File: src/rtl/flash_sample_sequencer_if.sv
// Avalon-MM read-master bundle between the sample sequencer and the audio flash.
// master: sequencer side, slave: flash controller side.
interface flash_sample_sequencer_if #(
    parameter int ADDR_W = 23
);
    logic              flash_read;
    logic [ADDR_W-1:0] flash_address;
    logic [3:0]        flash_byteenable;
    logic              flash_waitrequest;
    logic [31:0]       flash_readdata;
    logic              flash_readdatavalid;

    modport master (
        output flash_read, flash_address, flash_byteenable,
        input  flash_waitrequest, flash_readdata, flash_readdatavalid
    );

    modport slave (
        input  flash_read, flash_address, flash_byteenable,
        output flash_waitrequest, flash_readdata, flash_readdatavalid
    );
endinterface

File: src/rtl/flash_sample_sequencer.sv
// flash_sample_sequencer: one Avalon read per 32-bit flash word, split into two
// 16-bit samples on successive sample ticks; addr_step asks the updater for the
// next word once both halves are out.
// Optional feature: define SEQ_TIMEOUT_EN to bound the wait for readdatavalid.
module flash_sample_sequencer #(
    parameter int ADDR_W         = 23,
    parameter int TIMEOUT_CYCLES = 255
) (
    input  logic                      clk,
    input  logic                      reset,
    input  logic                      sample_tick,
    input  logic                      enable,
    input  logic                      dir_fwd,
    input  logic [ADDR_W-1:0]         addr,
    flash_sample_sequencer_if.master  flash,
    output logic [15:0]               sample_out,
    output logic                      sample_valid,
    output logic                      addr_step,
    output logic                      underrun,
    output logic                      timeout_err
);

    localparam logic [2:0] IDLE      = 3'd0;
    localparam logic [2:0] REQ       = 3'd1;
    localparam logic [2:0] WAIT_DATA = 3'd2;
    localparam logic [2:0] EMIT1     = 3'd3;
    localparam logic [2:0] HOLD      = 3'd4;
    localparam logic [2:0] EMIT2     = 3'd5;

    logic [2:0]        state;
    logic              dir_q;
    logic [31:0]       word_q;
    logic              rd_q;
    logic [ADDR_W-1:0] addr_q;

    assign flash.flash_read       = rd_q;
    assign flash.flash_address    = addr_q;
    assign flash.flash_byteenable = 4'b1111;

`ifdef SEQ_TIMEOUT_EN
    localparam int TO_W = $clog2(TIMEOUT_CYCLES + 1);

    logic [TO_W-1:0] to_cnt;
    logic            to_hit;

    assign to_hit = (to_cnt == TO_W'(TIMEOUT_CYCLES - 1));

    // Cycles spent in WAIT_DATA; held at zero elsewhere so entry starts clean.
    always_ff @(posedge clk or posedge reset) begin
        if (reset)
            to_cnt <= '0;
        else if (state != WAIT_DATA)
            to_cnt <= '0;
        else if (!to_hit)
            to_cnt <= to_cnt + 1'b1;
    end

    // Sticky flag: readdatavalid never came within the window.
    always_ff @(posedge clk or posedge reset) begin
        if (reset)
            timeout_err <= 1'b0;
        else if (state == WAIT_DATA && !flash.flash_readdatavalid && to_hit)
            timeout_err <= 1'b1;
    end
`else
    assign timeout_err = 1'b0;
`endif

    // A tick arriving before the word is ready means the flash round trip is too slow.
    always_ff @(posedge clk or posedge reset) begin
        if (reset)
            underrun <= 1'b0;
        else if (sample_tick && (state == REQ || state == WAIT_DATA || state == EMIT1))
            underrun <= 1'b1;
    end

    // Main sequencer; outputs are registered so each pulse lands in the state it names.
    always_ff @(posedge clk or posedge reset) begin
        if (reset) begin
            state        <= IDLE;
            dir_q        <= 1'b0;
            word_q       <= '0;
            rd_q         <= 1'b0;
            addr_q       <= '0;
            sample_out   <= '0;
            sample_valid <= 1'b0;
            addr_step    <= 1'b0;
        end else begin
            sample_valid <= 1'b0;
            addr_step    <= 1'b0;
            case (state)
                IDLE: begin
                    // Stray readdatavalid (e.g. from a read cut by reset) is ignored here.
                    if (sample_tick && enable) begin
                        addr_q <= addr;
                        dir_q  <= dir_fwd;
                        rd_q   <= 1'b1;
                        state  <= REQ;
                    end
                end
                REQ: begin
                    // Request must stay up until accepted; it cannot be withdrawn.
                    if (!flash.flash_waitrequest) begin
                        rd_q  <= 1'b0;
                        state <= WAIT_DATA;
                    end
                end
                WAIT_DATA: begin
                    if (flash.flash_readdatavalid) begin
                        word_q       <= flash.flash_readdata;
                        sample_out   <= dir_q ? flash.flash_readdata[15:0]
                                              : flash.flash_readdata[31:16];
                        sample_valid <= 1'b1;
                        state        <= EMIT1;
                    end
`ifdef SEQ_TIMEOUT_EN
                    else if (to_hit) begin
                        // Emit silence and move on so playback does not stall.
                        sample_out   <= '0;
                        sample_valid <= 1'b1;
                        addr_step    <= 1'b1;
                        state        <= IDLE;
                    end
`endif
                end
                EMIT1: begin
                    state <= HOLD;
                end
                HOLD: begin
                    // Tick while paused is swallowed; the word stays half-consumed.
                    if (sample_tick && enable) begin
                        sample_out   <= dir_q ? word_q[31:16] : word_q[15:0];
                        sample_valid <= 1'b1;
                        addr_step    <= 1'b1;
                        state        <= EMIT2;
                    end
                end
                EMIT2: begin
                    state <= IDLE;
                end
                default: begin
                    state <= IDLE;
                end
            endcase
        end
    end

endmodule

File: src/flat_wrapper.sv
// flat-port wrapper written by rule: the top's interface ports become plain ports
module flash_sample_sequencer_flat 
#(
    parameter int ADDR_W         = 23,
    parameter int TIMEOUT_CYCLES = 255
)
  (clk, reset, sample_tick, enable, dir_fwd, addr, sample_out, sample_valid, addr_step, underrun, timeout_err, flash_flash_read, flash_flash_address, flash_flash_byteenable, flash_flash_waitrequest, flash_flash_readdata, flash_flash_readdatavalid);
  flash_sample_sequencer_if #(.ADDR_W(ADDR_W)) flash_i ();
  input  logic clk;
  input  logic reset;
  input  logic sample_tick;
  input  logic enable;
  input  logic dir_fwd;
  input  logic [ADDR_W-1:0] addr;
  output logic [15:0] sample_out;
  output logic sample_valid;
  output logic addr_step;
  output logic underrun;
  output logic timeout_err;
  output wire logic [$bits(flash_i.flash_read)-1:0] flash_flash_read;
  output wire logic [$bits(flash_i.flash_address)-1:0] flash_flash_address;
  output wire logic [$bits(flash_i.flash_byteenable)-1:0] flash_flash_byteenable;
  input wire logic [$bits(flash_i.flash_waitrequest)-1:0] flash_flash_waitrequest;
  input wire logic [$bits(flash_i.flash_readdata)-1:0] flash_flash_readdata;
  input wire logic [$bits(flash_i.flash_readdatavalid)-1:0] flash_flash_readdatavalid;
  assign flash_flash_read = flash_i.flash_read;
  assign flash_flash_address = flash_i.flash_address;
  assign flash_flash_byteenable = flash_i.flash_byteenable;
  assign flash_i.flash_waitrequest = flash_flash_waitrequest;
  assign flash_i.flash_readdata = flash_flash_readdata;
  assign flash_i.flash_readdatavalid = flash_flash_readdatavalid;
  flash_sample_sequencer #(.ADDR_W(ADDR_W), .TIMEOUT_CYCLES(TIMEOUT_CYCLES)) u_core (.clk(clk), .reset(reset), .sample_tick(sample_tick), .enable(enable), .dir_fwd(dir_fwd), .addr(addr), .flash(flash_i), .sample_out(sample_out), .sample_valid(sample_valid), .addr_step(addr_step), .underrun(underrun), .timeout_err(timeout_err));
endmodule
File: config.mk
export PLATFORM = sky130hd
export DESIGN_NAME = flash_sample_sequencer_flat
export DESIGN_NICKNAME = d
export VERILOG_FILES = /design/src/rtl/flash_sample_sequencer_if.sv /design/src/rtl/flash_sample_sequencer.sv /design/src/flat_wrapper.sv
export SDC_FILE = /design/constraint.sdc
export NUM_CORES = 1
export LEC_CHECK = 0
export ABC_AREA = 1
export BUFFER_PORTS_ARGS = -buffer_cell sky130_fd_sc_hd__buf_2
export CORE_AREA = 2 2 83 85
export CTS_BUF_LIST = sky130_fd_sc_hd__clkbuf_2 sky130_fd_sc_hd__clkbuf_4 sky130_fd_sc_hd__clkbuf_8
export CTS_CLUSTER_SIZE = 24
export DETAILED_ROUTE_END_ITERATION = 12
export DIE_AREA = 0 0 85 87
export GPL_TIMING_DRIVEN = 0
export HOLD_SLACK_MARGIN = 0.15
export PLACE_DENSITY = 0.87
export SETUP_SLACK_MARGIN = 0.3
export SLEW_MARGIN = 10
export SYNTH_ARGS = -nofsm -noshare
export SYNTH_HDL_FRONTEND = slang
export SYNTH_SLANG_ARGS = --single-unit
File: constraint.sdc
create_clock -name clk -period 3.27 [get_ports clk]
set_input_delay 0.327 -clock clk [delete_from_list [all_inputs] [get_ports clk]]
set_output_delay 0.327 -clock clk [all_outputs]
set_load 0.1 [all_outputs]
; Word level (Yosys, flattened, before mapping)
; Index checks and enable logic that the tools add are counted.
[word_totals]
inputBits = 62
elab_cells = 46
ff_bits = 79
output_inout_bits = 48
[op_classes]
mux = 17
n_eq_ne = 8
reduce_logical = 12
[op_table]
columns = cell, count
row1 = 16-bit two-way mux, 4
row2 = 16-bit case mux with 2 select lines, 1
row3 = 3-bit case mux with 5 select lines, 1
row4 = 3-bit two-way mux, 4
row5 = 3-bit by 2-bit == test with 1-bit output (second input constant), 2
row6 = 3-bit AND reduction, 2
row7 = 1-bit two-way mux, 5
row8 = 2-bit by 1-bit inequality test with 1-bit output (second input constant), 2
row9 = 2-bit inequality test (second input constant), 2
row10 = 1-bit case mux with 2 select lines, 2
row11 = 2-bit AND reduction, 2
row12 = 4-bit AND reduction, 1
row13 = 2-bit nonzero test, 2
row14 = 3-bit by 1-bit == test with 1-bit output (second input constant), 1
row15 = 3-bit == test (second input constant), 1
row16 = 3-bit logical NOT, 1
row17 = 1-bit logical AND, 2
row18 = 1-bit logical OR, 2

; Longest topological paths before layout
[depth]
depth_word = 4
ltp_mapped = 8
depth_no_buf = 7

; Worst setup path before layout
; Ideal clock, no wire load.
[synth_path]
kind = flip-flop to flip-flop
from = register u_core.state[0]
to = register u_core.addr_q[11], in the netlist u_core.flash.flash_address[11]
slack_ns = 1.929
arrival_time_ns = 1.211
setup_time_ns = 0.130
path_buffers = 2
synth_period_minus_slack_ns = 1.341
stages_incl_launch_ff = 7
required_ns = 3.140
cell_sequence = dfrtp_1 > nor2_4 > nand3_1 > buf_4 > buf_4 > nand2_1 > o21ai_0
[synth_between]
elab_chain_len = 2
[synth_lines]
columns = element, line_no
row1 = start: declaration, flash_sample_sequencer.sv:30  ; logic [2:0] state;
row2 = start signal: assignment, flash_sample_sequencer.sv:80  ; state <= IDLE;
row3 = start signal: assignment, flash_sample_sequencer.sv:98  ; state <= REQ;
row4 = start signal: assignment, flash_sample_sequencer.sv:105  ; state <= WAIT_DATA;
row5 = 3-bit logical NOT, flash_sample_sequencer.sv:91  ; case (state)
row6 = 2-bit AND reduction (no line), n/a
row7 = end signal: assignment, flash_sample_sequencer.sv:95  ; addr_q <= addr;
row8 = end: declaration, flash_sample_sequencer.sv:34  ; logic [ADDR_W-1:0] addr_q;
; Every way passes these cells.
; A chain may end at the register's enable or synchronous reset.

; Worst setup path in the final report
[layout_path]
from = register u_core.dir_q
to = register u_core.sample_out[6]
[layout_between]
elab_chain_len = 3
elab_cells_between_ends = 5
classes_between = mux: 5
[layout_lines]
columns = element, line_no
row1 = start: declaration, flash_sample_sequencer.sv:31  ; logic dir_q;
row2 = start signal: assignment, flash_sample_sequencer.sv:96  ; dir_q <= dir_fwd;
row3 = 16-bit two-way mux (on tied branches), "flash_sample_sequencer.sv:132, flash_sample_sequencer.sv:111"
row4 = 16-bit two-way mux (on tied branches), "flash_sample_sequencer.sv:131, flash_sample_sequencer.sv:109"
row5 = 16-bit case mux with 2 select lines (*), flash_sample_sequencer.sv:91
row6 = end signal: assignment, flash_sample_sequencer.sv:111  ; sample_out <= dir_q ? flash.flash_readdata[15:0]
row7 = end signal: assignment, flash_sample_sequencer.sv:132  ; sample_out <= dir_q ? word_q[31:16] : word_q[15:0];
row8 = end: declaration, flash_sample_sequencer.sv:16  ; output logic [15:0] sample_out,
; Every way passes the cells marked *; elsewhere a longest branch is shown, timed or not. The select of a mux whose other input is x is not followed.

==> out/metrics.csv <==
stage,metric,value,unit
timing,unrepaired setup endpoints after global routing,no,
grt,GR Overflow Total,0,
outcome,status,completed,
floorplan,Die Y,87,um
yosys,Post-Syn Area,3700,um^2
setup_path,CP required,3.52,ns
setup_path,Critical Path Source Type,flop,
yosys,Synth area leaders,"dfrtp_1 (53%), nand2_1 (17%), o21ai_0 (7.0%)",
clock_tree,TritonCTS Buffers,9,
route,DRC,0,
setup_path,crit path max fanout,10,
floorplan,area of the core,6570,um^2
setup_path,worst setup path category,reg -> reg,
yosys,post-synthesis cell type with the largest combined area,dfrtp_1,
yosys,Synth top area share,53.5,%
layout,"most common cell after layout, fill and taps aside",nand2_1,
yosys,"flops & latches, synth",79,
min_path,worst min path class,in -> reg,
flow_run,max cap viols,0,
setup_path,Crit path max-delay family,buffers and inverters,
grt,largest net degree at the start of global routing,56,
route,DR iter-0 viols,386,
route,Antenna Violating Nets Remaining,0,
setup_path,Critical Path AT,1.84,ns
placed_design,HPWL after DPL,6.42,mm
yosys,Yosys cell types,21,
route,Avg Vias per Cell,5.14,
floorplan,die area,7400,um^2
route,DR vias,3489,
route,Wirelength per Cell,13.5,um
setup_path,CP max stage delay,0.45,ns
setup_path,crit path cell chain,buf_2 -> clkbuf_1 -> o21ai_0 -> nand2_1 -> nand2_1 -> nand2_1 -> nand2_1,
layout,"commonest cells after routing, fill and taps aside","nand2_1 (163), buf_2 (118), dfrtp_1 (79)",
clock_tree,CTS tree,built,
floorplan,site row count,30,
clock_tree,clk slew on worst S/H paths,0.08,ns
timing,Final min period,1.60,ns
clock_tree,CTS Buffer Depth,2,
timing,Fmax,627,MHz
floorplan,Initial Util,56.3,%
yosys,syn_area_per_cell,7.80,um^2
grt,first-pass GRT wire length,15.0,mm
layout,fin nets,656,
yosys,Synth warnings,0,
grt,vias in the first global route,3339,
floorplan,IO Pins,110,
yosys,cells after synthesis,474,
timing,"Period Utilization, post-route",48.8,%
timing,Hold Fails Final Rpt,0,
timing,number of setup violations in the final report,0,
grt,Tot GR Track Use,26.0,%
clock_tree,Clock Sinks,79,
clock_tree,Resized Gates After CTS,0,
timing,relative slew slack,64.6,%
timing,Worst Skew,0.0106,ns
route,Pre-antenna DRT Iters,5,
timing,Setup Total Neg Slack,0,ns
route,drt total wl,9.16,mm
layout,ratio of cells with drive above 1 in the final layout,25.4,%
timing,fin. max-slew vios,0,
layout,Syn-to-layout area delta,24.9,%
setup_path,Worst Path Buf+Inv,2,
grt,antenna violations before repair,0,
yosys,sequential share of the synthesized area,53.5,%
placed_design,# port buffers,104,
placed_design,GP Congestion,0.894,
clock_tree,H-tree depth,3,
clock_tree,"Clk Latency, worst-skew pair",0.35,ns
setup_path,Setup crit end kind,flop,
timing,Tightest Pin Transition,0.531,ns
clock_tree,clock root buffer,clkbuf_8,
setup_path,critical path's slowest cell,clkbuf_1,
floorplan,Die X-Extent,85,um
setup_path,most used cell along the critical path,nand2_1,
layout,ant diodes,0,
-- registers in the layout, indices dropped and copies added, names as in the netlist --
signal and count:
u_core.addr_step 1, u_core.word_q 32, u_core.state 3, u_core.underrun 1, u_core.sample_valid 1, u_core.flash.flash_address 23, u_core.dir_q 1, u_core.flash.flash_read 1
u_core.sample_out 16
-- worst paths after layout --
| kind | start | endpoint | slack [ns] | cells after the start |
|---|---|---|---|---|
| max | u_core.dir_q | u_core.sample_out[6] | 1.67 | 7 |
| min | sample_tick | u_core.underrun | 0.20 | 2 |
| max reg2reg | u_core.dir_q | u_core.sample_out[6] | 1.67 | 7 |
| min reg2reg | u_core.underrun | u_core.underrun | 0.46 | 1 |
| max in group asynchronous | reset | u_core.sample_out[2] | 2.21 | 4 |
| min in group asynchronous | reset | u_core.flash.flash_address[3] | 0.48 | 3 |
-- per-layer routing --
layer	track usage, %	vias to the layer above	routed length [um]
met5	0	-	0
met3	6.26	22	790
met1	33.6	1607	3870
met4	10.5	0	210
li1	-	1691	-
met2	42.5	169	4290
-- per-stage QoR --
step / util [%] / hold WS [ns] / setup WS (ns) / cell area [um^2] / cells
global route: 70.3 / 0.202 / 1.55 / 4620 / 679
detailed placement: 66.4 / 0.322 / 1.77 / 4360 / 662
floorplan: - / 0.448 / 0.920 / 3710 / 477
finish: 70.3 / 0.196 / 1.67 / 4620 / 679
global placement: 65.9 / 0.437 / 0.0355 / 4330 / 661
CTS: 70.3 / 0.186 / 1.76 / 4620 / 679
-- Yosys cell counts (all sizes together) --
cell type  instances
conb               2
nor2              20
buf               22
clkbuf             7
dfrtp             79
inv               63
a21o               1
nand3             23
nand4              1
a21oi             17
nand2            166
o21ai             73
-- timing repair --
item	in CTS	in global routing
buffers inserted	0	0
hold buffers	1	0
hold endpoints to repair	24	0
-- kinds of logic after synthesis --
group | synth area share [%]
simple gates | 23.2
buf+inv | 10.8
compound gates | 12.4
flops | 53.5
other cells | 0.203
-- area by class of cell --
class                      count  area [um^2]
buffer                        29          160
clock buffer                  11          145
clock inverter                 5          105
fill                         527         1950
inverter                      63          241
multi-input combinational    306         1330
sequential                    79         1980
tap                           80          100
timing repair buffer         106          558
Power is left out: the tool's default activity adds up to more than one toggle a clock period on the data nets, which glitch-free logic cannot reach.
